## config.mk

```make
export PLATFORM = sky130hd
export DESIGN_NAME = dmem_arbiter_flat
export DESIGN_NICKNAME = d
export VERILOG_FILES = /design/src/rtl/dmem_arbiter_if.sv /design/src/rtl/dmem_arbiter.sv /design/src/flat_wrapper.sv
export SDC_FILE = /design/constraint.sdc
export NUM_CORES = 1
export LEC_CHECK = 0
export CORE_UTILIZATION = 43
export CTS_CLUSTER_DIAMETER = 50
export CTS_CLUSTER_SIZE = 28
export DETAILED_ROUTE_END_ITERATION = 10
export GPL_TIMING_DRIVEN = 0
export PLACE_DENSITY = 0.86
export SYNTH_ARGS = -nofsm -noshare
export SYNTH_HDL_FRONTEND = slang
export SYNTH_SLANG_ARGS = --single-unit
```

## constraint.sdc

```tcl
create_clock -name clk -period 6.1 [get_ports clk]
set_input_delay 1.22 -clock clk [delete_from_list [all_inputs] [get_ports clk]]
set_output_delay 1.22 -clock clk [all_outputs]
set_load 0.1 [all_outputs]
```

## src/rtl/dmem_arbiter_if.sv

```systemverilog
// Bundle of the two requester ports, the data-memory bus and the busy flag
// for dmem_arbiter; slave is the arbiter side, master is the environment side.
interface dmem_arbiter_if #(
    parameter int ADDR_W = 32,
    parameter int DATA_W = 32
);
    logic              p0_req;
    logic              p0_we;
    logic [ADDR_W-1:0] p0_addr;
    logic [DATA_W-1:0] p0_wdata;
    logic              p0_ack;
    logic [DATA_W-1:0] p0_rdata;
    logic              p0_err;

    logic              p1_req;
    logic              p1_we;
    logic [ADDR_W-1:0] p1_addr;
    logic [DATA_W-1:0] p1_wdata;
    logic              p1_ack;
    logic [DATA_W-1:0] p1_rdata;
    logic              p1_err;

    logic [ADDR_W-1:0] mem_addr;
    logic [DATA_W-1:0] mem_write_data;
    logic [DATA_W-1:0] mem_read_data;
    logic              mem_read;
    logic              mem_write;

    logic              busy;

    modport slave (
        input  p0_req, p0_we, p0_addr, p0_wdata,
        input  p1_req, p1_we, p1_addr, p1_wdata,
        input  mem_read_data,
        output p0_ack, p0_rdata, p0_err,
        output p1_ack, p1_rdata, p1_err,
        output mem_addr, mem_write_data, mem_read, mem_write,
        output busy
    );

    modport master (
        output p0_req, p0_we, p0_addr, p0_wdata,
        output p1_req, p1_we, p1_addr, p1_wdata,
        output mem_read_data,
        input  p0_ack, p0_rdata, p0_err,
        input  p1_ack, p1_rdata, p1_err,
        input  mem_addr, mem_write_data, mem_read, mem_write,
        input  busy
    );
endinterface

```

## src/rtl/dmem_arbiter.sv

```systemverilog
// Round-robin two-port arbiter/sequencer in front of a single-port data memory.
// One granted access takes IDLE -> ACCESS -> DONE; out-of-range addresses never reach memory.
module dmem_arbiter #(
    parameter int ADDR_W = 32,
    parameter int DATA_W = 32,
    parameter int DEPTH  = 256
) (
    input  logic           clk,
    input  logic           reset,
    dmem_arbiter_if.slave  bus
);
    typedef enum logic [1:0] {
        S_IDLE   = 2'd0,
        S_ACCESS = 2'd1,
        S_DONE   = 2'd2
    } state_t;

    localparam logic [ADDR_W-1:0] DEPTH_LIM = ADDR_W'(DEPTH);

    state_t            r_state;
    logic              r_last_grant;
    logic              r_port;
    logic              r_we;
    logic              r_oor;
    logic [ADDR_W-1:0] r_mem_addr;
    logic [DATA_W-1:0] r_mem_wdata;
    logic              r_mem_read;
    logic              r_mem_write;
    logic              r_busy;
    logic              r_p0_ack;
    logic              r_p0_err;
    logic [DATA_W-1:0] r_p0_rdata;
    logic              r_p1_ack;
    logic              r_p1_err;
    logic [DATA_W-1:0] r_p1_rdata;

    logic              w_any_req;
    logic              w_winner;
    logic              w_sel_we;
    logic [ADDR_W-1:0] w_sel_addr;
    logic [DATA_W-1:0] w_sel_wdata;
    logic              w_sel_in_range;

    assign w_any_req = bus.p0_req | bus.p1_req;

    // On a tie the port that did not win last time is served.
    always_comb begin
        w_winner = 1'b0;
        if (bus.p0_req && bus.p1_req) begin
            w_winner = ~r_last_grant;
        end else if (bus.p1_req) begin
            w_winner = 1'b1;
        end
    end

    assign w_sel_we       = w_winner ? bus.p1_we    : bus.p0_we;
    assign w_sel_addr     = w_winner ? bus.p1_addr  : bus.p0_addr;
    assign w_sel_wdata    = w_winner ? bus.p1_wdata : bus.p0_wdata;
    assign w_sel_in_range = (w_sel_addr < DEPTH_LIM);

    // NOTE: every output is a flop, so the memory strobes are loaded on the
    // IDLE->ACCESS edge to be high for exactly the ACCESS cycle; all state uses <=.
    always_ff @(posedge clk) begin
        if (reset) begin
            r_state      <= S_IDLE;
            r_last_grant <= 1'b1;
            r_port       <= 1'b0;
            r_we         <= 1'b0;
            r_oor        <= 1'b0;
            r_mem_addr   <= '0;
            r_mem_wdata  <= '0;
            r_mem_read   <= 1'b0;
            r_mem_write  <= 1'b0;
            r_busy       <= 1'b0;
            r_p0_ack     <= 1'b0;
            r_p0_err     <= 1'b0;
            r_p0_rdata   <= '0;
            r_p1_ack     <= 1'b0;
            r_p1_err     <= 1'b0;
            r_p1_rdata   <= '0;
        end else begin
            case (r_state)
                S_IDLE: begin
                    if (w_any_req) begin
                        r_port       <= w_winner;
                        r_last_grant <= w_winner;
                        r_we         <= w_sel_we;
                        r_oor        <= ~w_sel_in_range;
                        r_busy       <= 1'b1;
                        r_state      <= S_ACCESS;
                        // Out-of-range requests leave the memory bus untouched.
                        if (w_sel_in_range) begin
                            r_mem_addr  <= w_sel_addr;
                            r_mem_wdata <= w_sel_wdata;
                            r_mem_write <= w_sel_we;
                            r_mem_read  <= ~w_sel_we;
                        end
                    end
                end

                S_ACCESS: begin
                    r_mem_read  <= 1'b0;
                    r_mem_write <= 1'b0;
                    if (r_port == 1'b0) begin
                        r_p0_ack <= 1'b1;
                        r_p0_err <= r_oor;
                        if (r_oor) begin
                            r_p0_rdata <= '0;
                        end else if (!r_we) begin
                            r_p0_rdata <= bus.mem_read_data;
                        end
                    end else begin
                        r_p1_ack <= 1'b1;
                        r_p1_err <= r_oor;
                        if (r_oor) begin
                            r_p1_rdata <= '0;
                        end else if (!r_we) begin
                            r_p1_rdata <= bus.mem_read_data;
                        end
                    end
                    r_state <= S_DONE;
                end

                S_DONE: begin
                    r_p0_ack <= 1'b0;
                    r_p0_err <= 1'b0;
                    r_p1_ack <= 1'b0;
                    r_p1_err <= 1'b0;
                    r_busy   <= 1'b0;
                    r_state  <= S_IDLE;
                end

                default: begin
                    r_mem_read  <= 1'b0;
                    r_mem_write <= 1'b0;
                    r_p0_ack    <= 1'b0;
                    r_p0_err    <= 1'b0;
                    r_p1_ack    <= 1'b0;
                    r_p1_err    <= 1'b0;
                    r_busy      <= 1'b0;
                    r_state     <= S_IDLE;
                end
            endcase
        end
    end

    assign bus.p0_ack         = r_p0_ack;
    assign bus.p0_err         = r_p0_err;
    assign bus.p0_rdata       = r_p0_rdata;
    assign bus.p1_ack         = r_p1_ack;
    assign bus.p1_err         = r_p1_err;
    assign bus.p1_rdata       = r_p1_rdata;
    assign bus.mem_addr       = r_mem_addr;
    assign bus.mem_write_data = r_mem_wdata;
    assign bus.mem_read       = r_mem_read;
    assign bus.mem_write      = r_mem_write;
    assign bus.busy           = r_busy;

endmodule
```

## src/flat_wrapper.sv

```systemverilog
// flat-port wrapper written by rule: the top's interface ports become plain ports
module dmem_arbiter_flat 
#(
    parameter int ADDR_W = 32,
    parameter int DATA_W = 32,
    parameter int DEPTH  = 256
)
  (clk, reset, bus_p0_req, bus_p0_we, bus_p0_addr, bus_p0_wdata, bus_p1_req, bus_p1_we, bus_p1_addr, bus_p1_wdata, bus_mem_read_data, bus_p0_ack, bus_p0_rdata, bus_p0_err, bus_p1_ack, bus_p1_rdata, bus_p1_err, bus_mem_addr, bus_mem_write_data, bus_mem_read, bus_mem_write, bus_busy);
  dmem_arbiter_if #(.ADDR_W(ADDR_W), .DATA_W(DATA_W)) bus_i ();
  input  logic clk;
  input  logic reset;
  input wire logic [$bits(bus_i.p0_req)-1:0] bus_p0_req;
  input wire logic [$bits(bus_i.p0_we)-1:0] bus_p0_we;
  input wire logic [$bits(bus_i.p0_addr)-1:0] bus_p0_addr;
  input wire logic [$bits(bus_i.p0_wdata)-1:0] bus_p0_wdata;
  input wire logic [$bits(bus_i.p1_req)-1:0] bus_p1_req;
  input wire logic [$bits(bus_i.p1_we)-1:0] bus_p1_we;
  input wire logic [$bits(bus_i.p1_addr)-1:0] bus_p1_addr;
  input wire logic [$bits(bus_i.p1_wdata)-1:0] bus_p1_wdata;
  input wire logic [$bits(bus_i.mem_read_data)-1:0] bus_mem_read_data;
  output wire logic [$bits(bus_i.p0_ack)-1:0] bus_p0_ack;
  output wire logic [$bits(bus_i.p0_rdata)-1:0] bus_p0_rdata;
  output wire logic [$bits(bus_i.p0_err)-1:0] bus_p0_err;
  output wire logic [$bits(bus_i.p1_ack)-1:0] bus_p1_ack;
  output wire logic [$bits(bus_i.p1_rdata)-1:0] bus_p1_rdata;
  output wire logic [$bits(bus_i.p1_err)-1:0] bus_p1_err;
  output wire logic [$bits(bus_i.mem_addr)-1:0] bus_mem_addr;
  output wire logic [$bits(bus_i.mem_write_data)-1:0] bus_mem_write_data;
  output wire logic [$bits(bus_i.mem_read)-1:0] bus_mem_read;
  output wire logic [$bits(bus_i.mem_write)-1:0] bus_mem_write;
  output wire logic [$bits(bus_i.busy)-1:0] bus_busy;
  assign bus_i.p0_req = bus_p0_req;
  assign bus_i.p0_we = bus_p0_we;
  assign bus_i.p0_addr = bus_p0_addr;
  assign bus_i.p0_wdata = bus_p0_wdata;
  assign bus_i.p1_req = bus_p1_req;
  assign bus_i.p1_we = bus_p1_we;
  assign bus_i.p1_addr = bus_p1_addr;
  assign bus_i.p1_wdata = bus_p1_wdata;
  assign bus_i.mem_read_data = bus_mem_read_data;
  assign bus_p0_ack = bus_i.p0_ack;
  assign bus_p0_rdata = bus_i.p0_rdata;
  assign bus_p0_err = bus_i.p0_err;
  assign bus_p1_ack = bus_i.p1_ack;
  assign bus_p1_rdata = bus_i.p1_rdata;
  assign bus_p1_err = bus_i.p1_err;
  assign bus_mem_addr = bus_i.mem_addr;
  assign bus_mem_write_data = bus_i.mem_write_data;
  assign bus_mem_read = bus_i.mem_read;
  assign bus_mem_write = bus_i.mem_write;
  assign bus_busy = bus_i.busy;
  dmem_arbiter #(.ADDR_W(ADDR_W), .DATA_W(DATA_W), .DEPTH(DEPTH)) u_core (.clk(clk), .reset(reset), .bus(bus_i));
endmodule
```

After elaboration in Yosys (flattened, before gate mapping)
Cells that the tools add are included.
{"block": "word_totals", "inputBits": 166, "ff_bits": 141}
{"block": "op_classes", "n_mux": 25, "reduce_logical": 10, "order_cmp": 1, "n_eq_ne": 7, "bitwise_logic": 8}
{"op": "$mux W32", "n": 4}
{"op": "$lt A32 B9 Y1 const B", "n": 1}
{"op": "$pmux W1 S2", "n": 7}
{"op": "$mux W1", "n": 12}
{"op": "$reduce_and A3 Y1", "n": 4}
{"op": "$reduce_and A2 Y1", "n": 4}
{"op": "$not A1 Y1", "n": 7}
{"op": "$ne A2 B1 Y1 const B", "n": 3}
{"op": "$ne A2 B2 Y1 const B", "n": 2}
{"op": "$pmux W2 S2", "n": 1}
{"op": "$eq A2 B1 Y1 const B", "n": 1}
{"op": "$eq A2 B2 Y1 const B", "n": 1}
{"op": "$logic_not A2 Y1", "n": 1}
{"op": "$mux W2", "n": 1}
{"op": "$logic_and A1 B1 Y1", "n": 1}
{"op": "$or A1 B1 Y1", "n": 1}

Longest topological paths before layout
{"block": "depth", "depth_word": 7, "depth_mapped": 8, "mapped_depth_nobuf": 5}

Worst setup path after synthesis
OpenSTA, ideal clock, no wires.
{"block": "synth_path", "path_type": "in2reg", "start": "input bus_p1_addr[12]", "end": "register u_core.r_mem_wdata[10], in the netlist u_core.bus.mem_write_data[10]", "setup_time_ps": 123, "t_required_ps": 5977, "arrival_time_ps": 2844, "stages": 6, "n_path_buf": 2, "setup_slack_ps": 3133, "path_cell_list": "or4_1 > nor4_4 > o2111a_1 > buf_4 > buf_6 > mux2_1"}
{"block": "synth_via", "elab_chain_cells": 3}
{"element": "from (decl)", "line": "flat_wrapper.sv:18", "rtl": "input wire logic [$bits(bus_i.p1_addr)-1:0] bus_p1_addr;"}
{"element": "$mux W32", "line": "dmem_arbiter.sv:57", "rtl": "assign w_sel_addr = w_winner ? bus.p1_addr : bus.p0_addr;"}
{"element": "$lt A32 B9 Y1", "line": "dmem_arbiter.sv:59", "rtl": "assign w_sel_in_range = (w_sel_addr < DEPTH_LIM);"}
{"element": "$reduce_and A3 Y1 (no source line)"}
{"element": "to (signal assigned)", "line": "dmem_arbiter.sv:94", "rtl": "r_mem_wdata <= w_sel_wdata;"}
{"element": "to (decl)", "line": "dmem_arbiter.sv:26", "rtl": "logic [DATA_W-1:0] r_mem_wdata;"}
Every way passes these cells.
A chain may end at the register's enable or synchronous reset.

Final worst setup path
{"block": "layout_path", "start": "input bus_p0_req", "end": "register u_core.r_mem_wdata[10], in the netlist u_core.bus.mem_write_data[10]"}
{"block": "layout_via", "elab_chain_cells": 5, "elab_cells_between_ends": 7}
{"element": "from (decl)", "line": "flat_wrapper.sv:12", "rtl": "input wire logic [$bits(bus_i.p0_req)-1:0] bus_p0_req;"}
{"element": "$logic_and A1 B1 Y1", "line": "dmem_arbiter.sv:49", "rtl": "if (bus.p0_req && bus.p1_req) begin"}
{"element": "$mux W1", "line": "dmem_arbiter.sv:49"}
{"element": "$mux W32", "line": "dmem_arbiter.sv:57"}
{"element": "$lt A32 B9 Y1", "line": "dmem_arbiter.sv:59"}
{"element": "$reduce_and A3 Y1 (no source line)"}
Several ways; a longest one is shown, not always the timed one.

==> impl_metrics.csv <==
group,metric,value,unit
clocking,clockBufferDepth,2,
synthesis,syn_area_per_cell,8.42,sq um
sta,setup_viol,0,
run_status,status,"complete, no violations",
synthesis,seq_area_frac_synth,47.3,%
synthesis,synthAdderAreaFrac,0,%
sta,setup_tns,0,ns
synthesis,synthCells,708,
clocking,cts-resized-gates,0,
route,dr.pass1.iters,5,
clocking,post-cts-setup-buffers,0,
worst_hold_path,hold_class,"flip-flop to flip-flop",
clocking,h-tree-depth,4,
placement,dp_hpwl,14900,um
sta,fin_crit,3.42,ns
flow_run,cap_violations,0,
synthesis,synth-compound-area-share,10.8,%
clocking,cts_buffers,17,
sta,maxSlewViolCount,0,
route,final_antenna_net_count,0,
worst_setup_path,path_cells,"clkdlybuf4s50_1, a21boi_2, nand4_1, nor4_4, o2111a_1, buf_4, buf_6, mux2_1",
route,drc,0,
finish,fin_cells,1217,
worst_hold_path,min_from,"u_core.bus.p1_rdata[1]$_SDFFE_PP0P_",
worst_setup_path,r2r-end,"u_core.bus.mem_write_data[10]$_SDFFE_PP0P_",
worst_setup_path,critPathLaunchType,"input port",
power_and_ir_drop,peakVddDrop,183,uV
worst_setup_path,critPathKind,"input port to flip-flop",
power_and_ir_drop,power_density,251,mW/mm^2
finish,syn_to_final_growth,64.5,%
worst_setup_path,worstPathMaxFanout,10,
sta,worstMarginPinSlew,1.03,ns
worst_setup_path,critPathRequiredTime,6.40,ns
grt,antenna_found_initial,2,
grt,grt_pass1_wl,31300,um
sta,layout_setup_ws,2.68,ns
clocking,insertion_delay,0.42,ns
worst_setup_path,reg2regPathDepth,7,
sta,fin_crit_sh,56.1,%
worst_setup_path,cp.arrival,3.72,ns
synthesis,synth-simple-area-share,28.1,%
die,rows,42,
die,core,0.0134,sq mm
synthesis,synthMuxAreaShare,9.65,%
grt,grtUsageTotal,28.1,%
clocking,cts_tree,"built",
synthesis,synth_top_area_share,47.3,%
synthesis,syn-num-nets,874,
route,viasPerCell,5.00,
worst_setup_path,r2r-start,"u_core.r_last_grant$_SDFFE_PP1P_",
worst_setup_path,worst-r2r-setup-slack,3.66,ns
clocking,cts_hold_buf,0,
finish,fillers,1032,
clocking,clkSlewWorstSetupHoldPaths,0.06,ns
sta,rsz0062_at_grt,"no",
die,die_w,120,um
worst_setup_path,crit_path_max_incr_delay,0.51,ns
synthesis,ys_warn_count,0,
die,die_area,0.0143,sq mm
clocking,clock_sinks,141,
grt,grt_max_degree,17,
sta,hold_viol,0,
worst_hold_path,min_path_cells,2,
power_and_ir_drop,leakage,3.70,nW
synthesis,yosysUniqueCellTypes,37,
worst_setup_path,cp_slowest_cell,"a21boi_2",
synthesis,yosys.area.top_type,"dfxtp_1",
synthesis,ys_ff_latch,141,
worst_setup_path,critPathCaptureType,"flip-flop",
route,drt_iter0_drc,292,
synthesis,synthXorXnorAreaFrac,0,%
sta,whs,0.453,ns
placement,place_ws,2.27,ns
sta,max_slew_margin,31.1,%
finish,nNetsFinal,1192,
die,fp.dieH,120,um
placement,portBuffers,299,
worst_hold_path,hold_end,"u_core.bus.p1_rdata[1]$_SDFFE_PP0P_",
placement,placedCellCount,1183,
route,detail_route.wl_per_cell,16.3,um
power_and_ir_drop,fin_total_pwr,2.46,mW
synthesis,synthTopCellsByArea,"dfxtp_1 47%, nand2_1 14%, a21oi_1 9.0%",
sta,skew,0.00882,ns
route,wl,19800,um
synthesis,syn_area,0.00596,sq mm
die,start_util,44.5,%
die,io_pins,301,
synthesis,synth_top_family_by_area,"simple AND/OR/NAND/NOR gates",
finish,drive_gt1_share,6.54,%
grt,grt_pass1_vias,6179,
grt,overflow,0,
sta,max_freq,292,MHz
clocking,root_buffer,"clkbuf_16",
placement,routabilityCongestion,0.891,
route,vias,6085,
-- layer usage --
layer | track usage, % | vias up | routed length (um)
met1 | 31.5 | 2830 | 7840
met4 | 13.7 | 0 | 688
met2 | 48.5 | 230 | 9700
met3 | 8.37 | 48 | 1580
li1 | - | 2977 | -
met5 | 0 | - | 0
-- state kept, by name (all words and copies together), names as in the netlist --
| register | flops |
|---|---|
| u_core.r_oor | 1 |
| u_core.bus.p0_rdata | 32 |
| u_core.r_we | 1 |
| u_core.bus.p0_err | 1 |
| u_core.r_last_grant | 1 |
| u_core.r_port | 1 |
| u_core.bus.mem_read | 1 |
| u_core.bus.mem_addr | 32 |
| u_core.bus.mem_write | 1 |
| u_core.bus.p1_err | 1 |
| u_core.r_state | 2 |
| u_core.bus.p1_ack | 1 |
| u_core.bus.p0_ack | 1 |
| u_core.bus.mem_write_data | 32 |
| u_core.bus.p1_rdata | 32 |
| u_core.bus.busy | 1 |
-- worst max path at each step --
stage                          startpoint                                    endpoint  slack [ns]  depth (start not counted)
final                          bus_p0_req  u_core.bus.mem_write_data[10]$_SDFFE_PP0P_        2.68                          8
after global routing           bus_p1_req  u_core.bus.mem_write_data[15]$_SDFFE_PP0P_        2.61                          8
after CTS                      bus_p0_req  u_core.bus.mem_write_data[14]$_SDFFE_PP0P_        2.69                          8
after detailed placement       bus_p0_req  u_core.bus.mem_write_data[10]$_SDFFE_PP0P_        2.27                          8
after global placement         bus_p1_req  u_core.bus.mem_write_data[12]$_SDFFE_PP0P_        2.31                          8
after floorplan           bus_p1_addr[12]  u_core.bus.mem_write_data[10]$_SDFFE_PP0P_        3.13                          6
-- power by group --
part	total (mW)	internal, mW	switching [mW]	leakage [nW]
Sequential	0.955	0.940	0.0141	1.14
Combinational	0.407	0.162	0.245	2.26
Clock	1.10	0.695	0.405	0.299
-- through the flow --
stage | instance area (sq um) | util, %
floorplan | 5960 | -
global placement | 9180 | 68.5
detailed placement | 9180 | 68.5
CTS | 9810 | 73.2
global route | 9810 | 73.2
finish | 9810 | 73.2
-- kinds of logic after synthesis --
family	Yosys count
AO/OA/AOI/OAI	118
buffers and inverters	56
flip-flops	141
multiplexers	45
AND/OR/NAND/NOR	348
-- critical path: cells and delay by family --
kind / cells / cell delay, ns
compound gates: 2 / 0.73
simple gates: 2 / 0.58
mux: 1 / 0.33
buf+inv: 3 / 0.86
-- cell usage after synthesis --
library cell  number
nand2_1          215
dfxtp_1          141
a21oi_1          107
nor2b_1           75
clkbuf_1          42
nor3b_1           24
mux2_4            20
mux2_1            19
nor2_1             9
nor3_1             6
nor4_1             6
mux2i_1            5
buf_6              4
buf_1              3
buf_2              3
inv_1              3
nand2b_1           3
nand4_1            2
nor4_4             2
or4_1              2
a211oi_1           1
a21bo_2            1
a21boi_2           1
a221o_1            1
a22oi_1            1
and2_1             1
buf_4              1
mux2_2             1
nand3_1            1
o2111a_1           1
o2111ai_1          1
o2111ai_2          1
o21ai_0            1
o31ai_2            1
o32ai_1            1
or3_1              1
or4_4              1
-- cell type report --
| type | count | area [sq um] | share of cell area, % |
|---|---|---|---|
| repair buffers | 299 | 2990 | 30.5 |
| multi-input cells | 511 | 2890 | 29.5 |
| flip-flops and latches | 141 | 2820 | 28.8 |
| clock buffers | 18 | 439 | 4.48 |
| plain buffers | 53 | 236 | 2.41 |
| well taps | 176 | 220 | 2.24 |
| clock inverters | 14 | 191 | 1.95 |
| inverters | 3 | 11.3 | 0.115 |
| diodes | 2 | 5.00 | 0.0510 |
-- cells in the final DEF (no fill, tap or decap), types with 2 or more instances in the layout --
cell             instances
clkdlybuf4s50_1        299
nand2_1                215
dfxtp_1                141
a21oi_1                107
nor2b_1                 75
clkbuf_1                42
nor3b_1                 24
mux2_4                  20
mux2_1                  19
clkbuf_16               17
nor2_1                   9
nor4_1                   6
nor3_1                   6
mux2i_1                  5
buf_6                    4
bufinv_16                4
clkinvlp_4               4
buf_1                    3
buf_2                    3
inv_1                    3
nand2b_1                 3
clkinv_2                 3
diode_2                  2
nand4_1                  2
nor4_4                   2
or4_1                    2
inv_6                    2
(Power assumes the default switching activity.)
